<file path="src/rtl/series_tx_1011.sv">
// Serial 1011 pattern transmitter: serializes words MSB-first
// and produces a golden detect pulse plus saturating hit count.
module series_tx_1011 #(
  parameter int WIDTH      = 8,
  parameter int GAP_CYCLES = 2,
  parameter bit MEALY_FSM  = 1'b1
) (
  input  logic             clk,
  input  logic             rst,
  input  logic             in_valid,
  input  logic [WIDTH-1:0] in_data,
  output logic             in_ready,
  output logic             series,
  output logic             series_valid,
  output logic             busy,
  output logic             exp_detect,
  output logic [7:0]       match_cnt
);

  localparam int CW = $clog2(WIDTH);
  localparam int GW = (GAP_CYCLES > 1) ? $clog2(GAP_CYCLES) : 1;
  localparam logic [CW-1:0] BIT_LAST = CW'(WIDTH - 1);
  localparam logic [GW-1:0] GAP_LAST = GW'(GAP_CYCLES - 1);

  typedef enum logic [1:0] {
    S_IDLE,
    S_SHIFT,
    S_GAP
  } state_t;

  state_t           r_state;
  logic [WIDTH-1:0] r_sreg;
  logic [CW-1:0]    r_bit_cnt;
  logic [GW-1:0]    r_gap_cnt;
  logic [2:0]       r_hist;
  logic             r_det;
  logic [7:0]       r_cnt;

  state_t           w_state_n;
  logic [WIDTH-1:0] w_sreg_n;
  logic [CW-1:0]    w_bit_n;
  logic [GW-1:0]    w_gap_n;
  logic             w_ready;
  logic             w_series;
  logic             w_sv;
  logic             w_hit;
  logic             w_det;

  always_comb begin
    w_state_n = r_state;
    w_sreg_n  = r_sreg;
    w_bit_n   = r_bit_cnt;
    w_gap_n   = r_gap_cnt;
    w_ready   = 1'b0;
    w_series  = 1'b0;
    w_sv      = 1'b0;
    unique case (r_state)
      S_IDLE: begin
        w_ready = 1'b1;
        if (in_valid) begin
          w_sreg_n  = in_data;
          w_bit_n   = BIT_LAST;
          w_state_n = S_SHIFT;
        end
      end
      S_SHIFT: begin
        w_series = r_sreg[WIDTH-1];
        w_sv     = 1'b1;
        w_sreg_n = r_sreg << 1;
        w_bit_n  = r_bit_cnt - 1'b1;
        if (r_bit_cnt == '0) begin
          if (GAP_CYCLES > 0) begin
            w_state_n = S_GAP;
            w_gap_n   = GAP_LAST;
          end else begin
            // seamless mode: accept the next word on the last bit
            w_ready = 1'b1;
            if (in_valid) begin
              w_sreg_n = in_data;
              w_bit_n  = BIT_LAST;
            end else begin
              w_state_n = S_IDLE;
            end
          end
        end
      end
      S_GAP: begin
        if (r_gap_cnt == '0) begin
          w_state_n = S_IDLE;
        end else begin
          w_gap_n = r_gap_cnt - 1'b1;
        end
      end
      default: w_state_n = S_IDLE;
    endcase
  end

  assign w_hit = ({r_hist, w_series} == 4'b1011);
  assign w_det = MEALY_FSM ? w_hit : r_det;

  always_ff @(posedge clk) begin
    if (rst) begin
      r_state   <= S_IDLE;
      r_sreg    <= '0;
      r_bit_cnt <= '0;
      r_gap_cnt <= '0;
      r_hist    <= '0;
      r_det     <= 1'b0;
      r_cnt     <= '0;
    end else begin
      r_state   <= w_state_n;
      r_sreg    <= w_sreg_n;
      r_bit_cnt <= w_bit_n;
      r_gap_cnt <= w_gap_n;
      r_hist    <= {r_hist[1:0], w_series};
      r_det     <= w_hit;
      if (w_det && (r_cnt != 8'hFF)) begin
        r_cnt <= r_cnt + 8'd1;
      end
    end
  end

  assign in_ready     = w_ready;
  assign series       = w_series;
  assign series_valid = w_sv;
  assign busy         = (r_state != S_IDLE);
  assign exp_detect   = w_det;
  assign match_cnt    = r_cnt;

endmodule

</file>
<file path="config.mk">
export PLATFORM = sky130hd
export DESIGN_NAME = series_tx_1011
export DESIGN_NICKNAME = d
export VERILOG_FILES = /design/src/rtl/series_tx_1011.sv
export SDC_FILE = /design/constraint.sdc
export NUM_CORES = 1
export LEC_CHECK = 0
export BUFFER_PORTS_ARGS = -buffer_cell sky130_fd_sc_hd__buf_2
export CORE_MARGIN = 3
export CORE_UTILIZATION = 45
export DETAILED_ROUTE_END_ITERATION = 12
export GPL_TIMING_DRIVEN = 0
export PLACE_DENSITY_LB_ADDON = 0.2
export SETUP_SLACK_MARGIN = 0.05
export SYNTH_ARGS = -nofsm -noshare
export SYNTH_HDL_FRONTEND = slang
export SYNTH_SLANG_ARGS = --single-unit
</file>
<file path="constraint.sdc">
create_clock -name clk -period 2.31 [get_ports clk]
set_input_delay 0.231 -clock clk [delete_from_list [all_inputs] [get_ports clk]]
set_output_delay 0.231 -clock clk [all_outputs]
set_load 0.01 [all_outputs]
</file>
# After elaboration in Yosys (flattened, before gate mapping)
# Index checks and enable logic that the tools add are counted.
totals:
  reg_bits: 25
  input_bits: 11
  output_inout_bits: 13
classes:
  addsub: 3
  eq_ne: 7
  mux: 14
  n_reduce_logical: 9
ops:
  columns: ["operator", "n"]
  rows:
  - ["one-hot mux 8 bit (2 select lines)", 1]
  - ["adder 8 x 1 -> 8 bit (second input constant)", 1]
  - ["2-to-1 mux 8 bit", 1]
  - ["inequality test 8 bit (second input constant)", 1]
  - ["2-to-1 mux 2 bit", 3]
  - ["inequality test 2 bit (second input constant)", 3]
  - ["one-hot mux 2 bit (3 select lines)", 1]
  - ["one-hot mux 3 bit (2 select lines)", 1]
  - ["nonzero test 2 bit", 3]
  - ["2-to-1 mux 1 bit", 5]
  - ["equality test 4 bit (second input constant)", 1]
  - ["AND reduction 2 bit", 2]
  - ["logical NOT 3 bit", 1]
  - ["2-to-1 mux 3 bit", 1]
  - ["AND reduction 3 bit", 1]
  - ["subtractor 3 x 1 -> 3 bit (second input constant)", 1]
  - ["equality test 2 x 1 -> 1 bit (second input constant)", 1]
  - ["equality test 2 bit (second input constant)", 1]
  - ["logical NOT 2 bit", 1]
  - ["one-hot mux 1 bit (2 select lines)", 1]
  - ["logical AND 1 bit", 1]
  - ["subtractor 1 bit (second input constant)", 1]

# Logic depth before layout (Yosys ltp)
# Gate-level depths: netlist of the first run.
logic_depth:
  depth_word: 4
  depth_mapped: 6
  ltp_nobuf: 6

# Least setup slack after synthesis of the first run
# Ideal clock, no wire load.
synth_path:
  path_type: "register to register"
  start: "register r_cnt[0] (netlist: match_cnt[0])"
  end: "register r_cnt[3] (netlist: match_cnt[3])"
  arrival_time_ns: 1.518
  path_slack_ns: 0.721
  path_stages_with_launch: 6
  n_path_buf: 1
  period_less_slack_ns: 1.589
  path_cell_list: "dfxtp_1 > ha_1 > and4_1 > clkbuf_1 > or4_1 > a21oi_1"
synth_via:
  elab_chain_cells: 2
  elab_cells_between_ends: 3
  classes_between: "1 x add/sub; 1 x eq/ne; 1 x reduce/logical"
synth_rtl:
  columns: ["element", "line_no", "source"]
  rows:
  - ["start, declared", "37", "logic [7:0] r_cnt;"]
  - ["start signal, assigned", "118", "r_cnt <= r_cnt + 8'd1;"]
  - ["branches (longest 2 deep; another with adder 8 x 1 -> 8 bit)", null, null]
# Several ways; the timed one is not identified.
# A chain may end at the register's enable or synchronous reset.

# Worst setup path after layout of the first run
layout_path:
  start: "register r_state[1]"
  end: "output exp_detect"
layout_via:
  elab_chain_cells: 3
layout_rtl:
  columns: ["element", "line_no", "source"]
  rows:
  - ["start, declared", "31", "state_t r_state;"]
  - ["start signal, assigned", "111", "r_state <= w_state_n;"]
  - ["equality test 2 x 1 -> 1 bit", "57", "unique case (r_state)"]
  - ["2-to-1 mux 1 bit", "57", null]
  - ["equality test 4 bit", "98", "assign w_hit = ({r_hist, w_series} == 4'b1011);"]
  - ["end, declared", "16", "output logic exp_detect,"]
# No other way between the ends.

==> summary.txt, run 1 <==
Clock tree
  – Reg clk slew, reported paths: 0.12 ns
  – Clock Sink Count: 25
  – Clock Latency Late Sink: 0.31 ns
  – Clock buffer count from CTS: 3
  – Resized cells post-CTS: 0
  – H-tree levels: 1
  – CTS tree: built
  – Clk root buf: clkbuf_4
  – Max clock buf depth: 2
  – Post-CTS Setup Repair Bufs: 0
  – Hold Buf Count CTS: 0

Drt
  – Number of vias per cell: 5.42
  – Post-Route WL: 2460 um
  – Starting DRT DRC Count: 24
  – Per-cell routed wire length: 12.3 um
  – Post-DRT Antenna Nets: 0
  – Routed vias: 1083
  – Residual DRC: 0
  – Pre-antenna DRT Iters: 4

Power
  – Sw Share: 0.268
  – PwrDens: 597 nW/um^2
  – Int Power: 0.586 mW
  – Flop pwr share: 0.597
  – Clk network pwr share: 0.232
  – Total chip power: 0.800 mW
  – Net Sw Power: 0.214 mW
  – Comb pwr share: 0.171
  – Max VDD drop: 0.608 mV
  – Lkg Pwr: 0.588 nW

Logic synthesis
  – Mapped Avg Cell Area: 8.00 um^2
  – Share of the synthesized area in the top cell type: 0.428
  – Seq cells post-synth: 25
  – Mapped Cells: 146
  – Post-synth EDFFs: 0
  – Top FF cell, synth: dfxtp_1
  – Async set-reset flop share out of synthesis: 0
  – Sequential share of the synthesized area: 0.428
  – Top post-synthesis cells by count: nor2_1 (26), dfxtp_1 (25), a21oi_1 (16)
  – Area contributors post-synth: dfxtp_1 (43%), nor2_1 (8.4%), a21oi_1 (6.9%)
  – Synth Warn #: 0
  – Post-Syn Nets: 160
  – Top-count cell post-synth: nor2_1
  – Area leader, netlist: dfxtp_1
  – Netlist cell types: 29
  – Netlist Area Pre-Place: 1170 um^2

Timing
  – Final Hold Fails: 0
  – RSZ-0062 raised after global routing: false
  – Slew margin rel.: 0.541
  – Final setup TNS: 0 ns
  – Slew @ Worst Pin: 0.686 ns
  – Max Fclk: 529 MHz
  – Fin crit share: 0.819
  – # setup viols final: 0
  – Pins Over Slew Limit: 0
  – Worst clock skew: 0.00120 ns
  – Fin crit period: 1.89 ns

Hold path
  – Min-Delay Path Class: in2reg
  – Hold Path Stages: 2

Critical path
  – Worst path required time: 2.08 ns
  – Arr. time, crit path: 1.66 ns
  – CP Capture Type: primary output
  – FF-to-FF path depth: 5
  – Max FO, Critical Path: 10
  – Worst setup path class: reg2out
  – CP startpoint kind: flop

Die
  – Starting Density: 0.499
  – Chip Width: 57.0 um
  – Std-Cell Rows: 17
  – Die footprint: 3240 um^2
  – Core area: 2340 um^2
  – Die H: 57.0 um
  – IO Pins: 24

Global route
  – Initial antenna violation count: 0
  – Global-route wire length before repair: 4290 um
  – Number of global-route vias before repair: 956
  – Tot GR Track Use: 0.161
  – Grt total ovfl: 0
  – Largest net degree at the start of global routing: 14

Finish
  – # fillers: 218
  – Non-Filler Instances: 200
  – # nets final: 187
  – Antenna cells: 0
  – Share of cells above drive strength 1: 0.163
  – Area growth syn-to-layout: 14.7%

Outcome
  – Status: completed

Placed design
  – Final GP Congestion: 0.762
  – Placed Cells: 196
  – Hpwl dp: 1810 um
  – Buffers on Ports: 22

Run
  – Total of max-cap violations: 0
flip-flops by register name, indices dropped and copies added, names as in the netlist:
signal and cells:
match_cnt 8, r_bit_cnt 3, r_gap_cnt 1, r_hist 3
r_sreg 8, r_state 2
layout make-up:
| cell class | count | area [um^2] | area share |
|---|---|---|---|
| Timing Repair Buffer | 22 | 110 | 0.0822 |
| Clock buffer | 4 | 26.3 | 0.0196 |
| Inverter | 10 | 37.5 | 0.0280 |
| Buffer | 9 | 35.0 | 0.0261 |
| Sequential cell | 25 | 500 | 0.373 |
| Multi-Input combinational cell | 102 | 596 | 0.444 |
| Tap cell | 28 | 35.0 | 0.0261 |
worst max-delay path, cell delays in order (launching register included):
cell and delay (ns):
dfxtp_1 0.38, nand3b_4 0.19, or3_1 0.39, buf_2 0.19
inv_1 0.08, buf_2 0.13
metrics by stage:
| step | worst slack [ns] | cell area, um^2 | hold WS, ns | utilization |
|---|---|---|---|---|
| after floorplan | 0.721 | 1170 | 0.437 | - |
| after global placement | 0.608 | 1310 | 0.449 | 0.561 |
| after detailed placement | 0.576 | 1310 | 0.460 | 0.561 |
| after CTS | 0.392 | 1340 | 0.219 | 0.573 |
| after global routing | 0.304 | 1340 | 0.247 | 0.573 |
| final | 0.418 | 1340 | 0.232 | 0.573 |
final timing paths:
| check | slack (ns) | from | to |
|---|---|---|---|
| max | 0.42 | r_state[1]$_SDFFE_PP0P_ | exp_detect |
| min | 0.23 | rst | r_hist[2]$_SDFF_PP0_ |
| max reg2reg | 0.56 | r_state[0]$_SDFFE_PP0P_ | r_bit_cnt[0]$_SDFFE_PP0P_ |
| min reg2reg | 0.48 | r_hist[0]$_SDFF_PP0_ | r_hist[1]$_SDFF_PP0_ |
power by group through the flow:
stage | registers (mW) | logic (mW) | clock network (mW)
after CTS | 0.478 | 0.138 | 0.196
final | 0.478 | 0.137 | 0.186
after global routing | 0.481 | 0.161 | 0.209
after floorplan | 0.483 | 0.102 | 0
after detailed placement | 0.487 | 0.138 | 0
after global placement | 0.485 | 0.133 | 0
layout by cell type (no fill, tap or decap), drive strengths merged, types with 3 or more instances in the layout:
cell,instances
dfxtp,25
a211oi,4
nand3b,3
nor3,8
nor2,26
buf,23
inv,10
a21oi,16
clkbuf,12
nor2b,9
o31ai,3
or3,3
ha,3
o21ai,3
nand3,4
per-layer routing:
layer | share of wire | GRT usage | routed length, um | up-vias
li1 | - | - | - | 566
met1 | 0.48 | 0.228 | 1170 | 487
met2 | 0.46 | 0.245 | 1130 | 28
met3 | 0.056 | 0.0498 | 138 | 2
met4 | 0.0053 | 0.0265 | 13 | 0
met5 | 0 | 0 | 0 | -
cell families after synthesis:
kind of cell	after synthesis	synth area share
flip-flops	25	0.428
adder cells (fa/ha/maj)	3	0.0321
AND/OR/NAND/NOR	66	0.301
multiplexers	2	0.0171
buffers and inverters	19	0.0621
AO/OA/AOI/OAI	31	0.160
No activity file was read; power rests on OpenSTA's default activity.
==> run 2, diff against run 1 <==
Settings changed: ABC_AREA set to 1.
Clock period 2.31 ns to 1.7 ns, I/O delays scaled along.
==> run 2 against run 1 <==
Net effect: hold slack got worse by 0.18 ns; power increased by 42%; register-to-register slack got worse by 0.24 ns; count of clock-buffer cells in the layout unchanged; combinational power increased by 57%; highest routed layer unchanged; clock power increased by 42%; cell area increased by 2.9%; wire length decreased by 2.9%; critical path depth decreased by 1.
==> summary.txt, run 2 <==
Outcome
  – Status: completed

Drt
  – DRT met1 WL: 1000 um
  – Starting DRT DRC Count: 41
  – Met3 wire length: 102 um
  – Post-Route WL: 2390 um
  – Per-cell routed wire length: 10.9 um
  – Top Metal Used: met4
  – Met2 wire length: 1230 um
  – Number of vias per cell: 4.96
  – Routed vias: 1081
  – Residual DRC: 0
  – Post-DRT Antenna Nets: 0
  – Pre-antenna DRT Iters: 4

Hold path
  – Min-Delay Path Class: in2reg

Die
  – Chip Width: 57.6 um
  – IO Pins: 24
  – Die H: 57.6 um
  – Die footprint: 3320 um^2
  – Starting Density: 0.480
  – Core area: 2500 um^2
  – Std-Cell Rows: 18

Placed design
  – Post-Place Setup Slack: 0.323 ns
  – Final GP Congestion: 0.843
  – Cell Area, Placed: 1350 um^2
  – Hpwl dp: 1760 um
  – Buffers on Ports: 23

Global route
  – Initial antenna violation count: 0
  – Number of global-route vias before repair: 1019
  – Largest net degree at the start of global routing: 14
  – Grt total ovfl: 0
  – Global-route wire length before repair: 4240 um
  – Tot GR Track Use: 0.163

Critical path
  – CP Capture Type: primary output
  – Reg-to-reg setup timing slack: 0.32 ns
  – Worst path required time: 1.53 ns
  – CP startpoint kind: flop
  – Arr. time, crit path: 1.33 ns
  – Worst setup path class: reg2out
  – Max FO, Critical Path: 10

Clock tree
  – CTS tree: built
  – H-tree levels: 1
  – Reg clk slew, reported paths: 0.13 ns
  – Post-CTS Setup Repair Bufs: 0
  – Hold Buf Count CTS: 0
  – Resized cells post-CTS: 0
  – Max clock buf depth: 2
  – Clock Latency Late Sink: 0.32 ns
  – Clk root buf: clkbuf_4
  – Clock buffer count from CTS: 3
  – Clock Sink Count: 25

Finish
  – Share of cells above drive strength 1: 0.255
  – Commonest non-fill, non-tap cell in the layout: nand2_1
  – # nets final: 203
  – Most frequent cells in the layout: nand2_1 (32), dfxtp_1 (25), buf_2 (24)
  – Area of the multi-input gates: 586 um^2
  – Antenna cells: 0
  – # fillers: 250
  – Cell area after layout: 1380 um^2
  – Area growth syn-to-layout: 14.9%
  – Reg area: 500 um^2

Logic synthesis
  – Netlist Area Pre-Place: 1200 um^2
  – Top FF cell, synth: dfxtp_1
  – Top post-synthesis cells by count: nand2_1 (32), dfxtp_1 (25), inv_1 (20)
  – Top-count cell post-synth: nand2_1
  – Share of the synthesized area in the top cell type: 0.417
  – Mapped Cells: 161
  – Mapped Avg Cell Area: 7.45 um^2
  – Compound-gate portion of the synthesized area: 0.165
  – Area contributors post-synth: dfxtp_1 (42%), nand2_1 (10%), inv_1 (6.3%)
  – Area leader, netlist: dfxtp_1
  – Adder-cell area share of the yosys netlist: 0.0313
  – Seq cells post-synth: 25
  – Post-Syn Nets: 175
  – Synth Warn #: 0
  – Mux contribution to synthesized area: 0
  – Async set-reset flop share out of synthesis: 0
  – XOR/XNOR share of the synthesized area: 0
  – Sequential share of the synthesized area: 0.417
  – Largest family of logic cells by synthesized area: simple AND/OR/NAND/NOR gates
  – Synth Area in Simple Gates: 0.292
  – Netlist cell types: 27
  – Post-synth EDFFs: 0

Timing
  – Max Fclk: 668 MHz
  – Pins Over Slew Limit: 0
  – Slew @ Worst Pin: 0.487 ns
  – Slew margin rel.: 0.676
  – RSZ-0062 raised after global routing: false
  – Final Hold Fails: 0
  – Final setup TNS: 0 ns
  – Fin crit period: 1.50 ns
  – Worst clock skew: 0.00272 ns
  – WHS: 0.0549 ns
  – Worst setup margin: 0.202 ns
  – # setup viols final: 0
  – Fin crit share: 0.881

Run
  – Total of max-cap violations: 0

Power
  – PwrDens: 822 nW/um^2
  – Lkg Pwr: 0.667 nW
  – Max VDD drop: 0.632 mV
==> run 2: cell count changes in the layout (fill, tap and decap cells not counted), moves of 7 or more <==
cell / before / now
clkbuf_1: 9 / 1
inv_1: 10 / 20
nor2_1: 26 / 19
nor3_1: 8 / 1
nor2b_1: 9 / 0
nand2_1: 2 / 32
o22ai_1: 0 / 7
==> run 2: through the flow <==
step / cells / power [mW] / utilization
floorplan: 161 / 0.823 / -
global placement: 214 / 0.875 / 0.541
detailed placement: 214 / 0.882 / 0.541
CTS: 218 / 1.15 / 0.552
global route: 218 / 1.21 / 0.552
finish: 218 / 1.13 / 0.552
==> run 2: power breakdown <==
part	switching [mW]	internal (mW)
sequential	0.0238	0.630
clock	0.174	0.0918
combinational	0.128	0.0863
==> run 2: per-layer routing <==
| layer | GRT usage | vias to the layer above |
|---|---|---|
| li1 | - | 573 |
| met4 | 0.0894 | 0 |
| met2 | 0.308 | 21 |
| met5 | 0 | - |
| met3 | 0.0223 | 4 |
| met1 | 0.172 | 483 |
==> run 2: kinds of logic (layout without fill, tap and decap cells) <==
logic type                 after synthesis  after routing
buffers and inverters                   27             54
DFF                                     25             25
adders and majority gates                3              3
AOI/OAI and AO/OA                       34             34
and+or+nand+nor                         72             72
==> run 2: area by class of cell <==
| type | instances | area share |
|---|---|---|
| multi-input cells | 109 | 0.425 |
| clock buffers | 4 | 0.0191 |
| plain buffers | 4 | 0.0200 |
| flip-flops and latches | 25 | 0.363 |
| inverters | 23 | 0.0626 |
| well taps | 30 | 0.0272 |
| repair buffers | 23 | 0.0835 |
==> run 2: path summary, 6_finish.rpt <==
check,from,to,depth (start not counted)
min,rst,r_gap_cnt$_SDFFE_PP0P_,2
max reg2reg,match_cnt[0]$_SDFFE_PP0P_,match_cnt[1]$_SDFFE_PP0P_,8
min reg2reg,r_hist[0]$_SDFF_PP0_,r_hist[1]$_SDFF_PP0_,2
max,r_state[0]$_SDFFE_PP0P_,series_valid,4
==> run 2: critical path, stage by stage, from the launching register on <==
cell     delay (ns)
dfxtp_1        0.43
inv_2          0.13
nor2_4         0.12
buf_4          0.18
buf_2          0.14
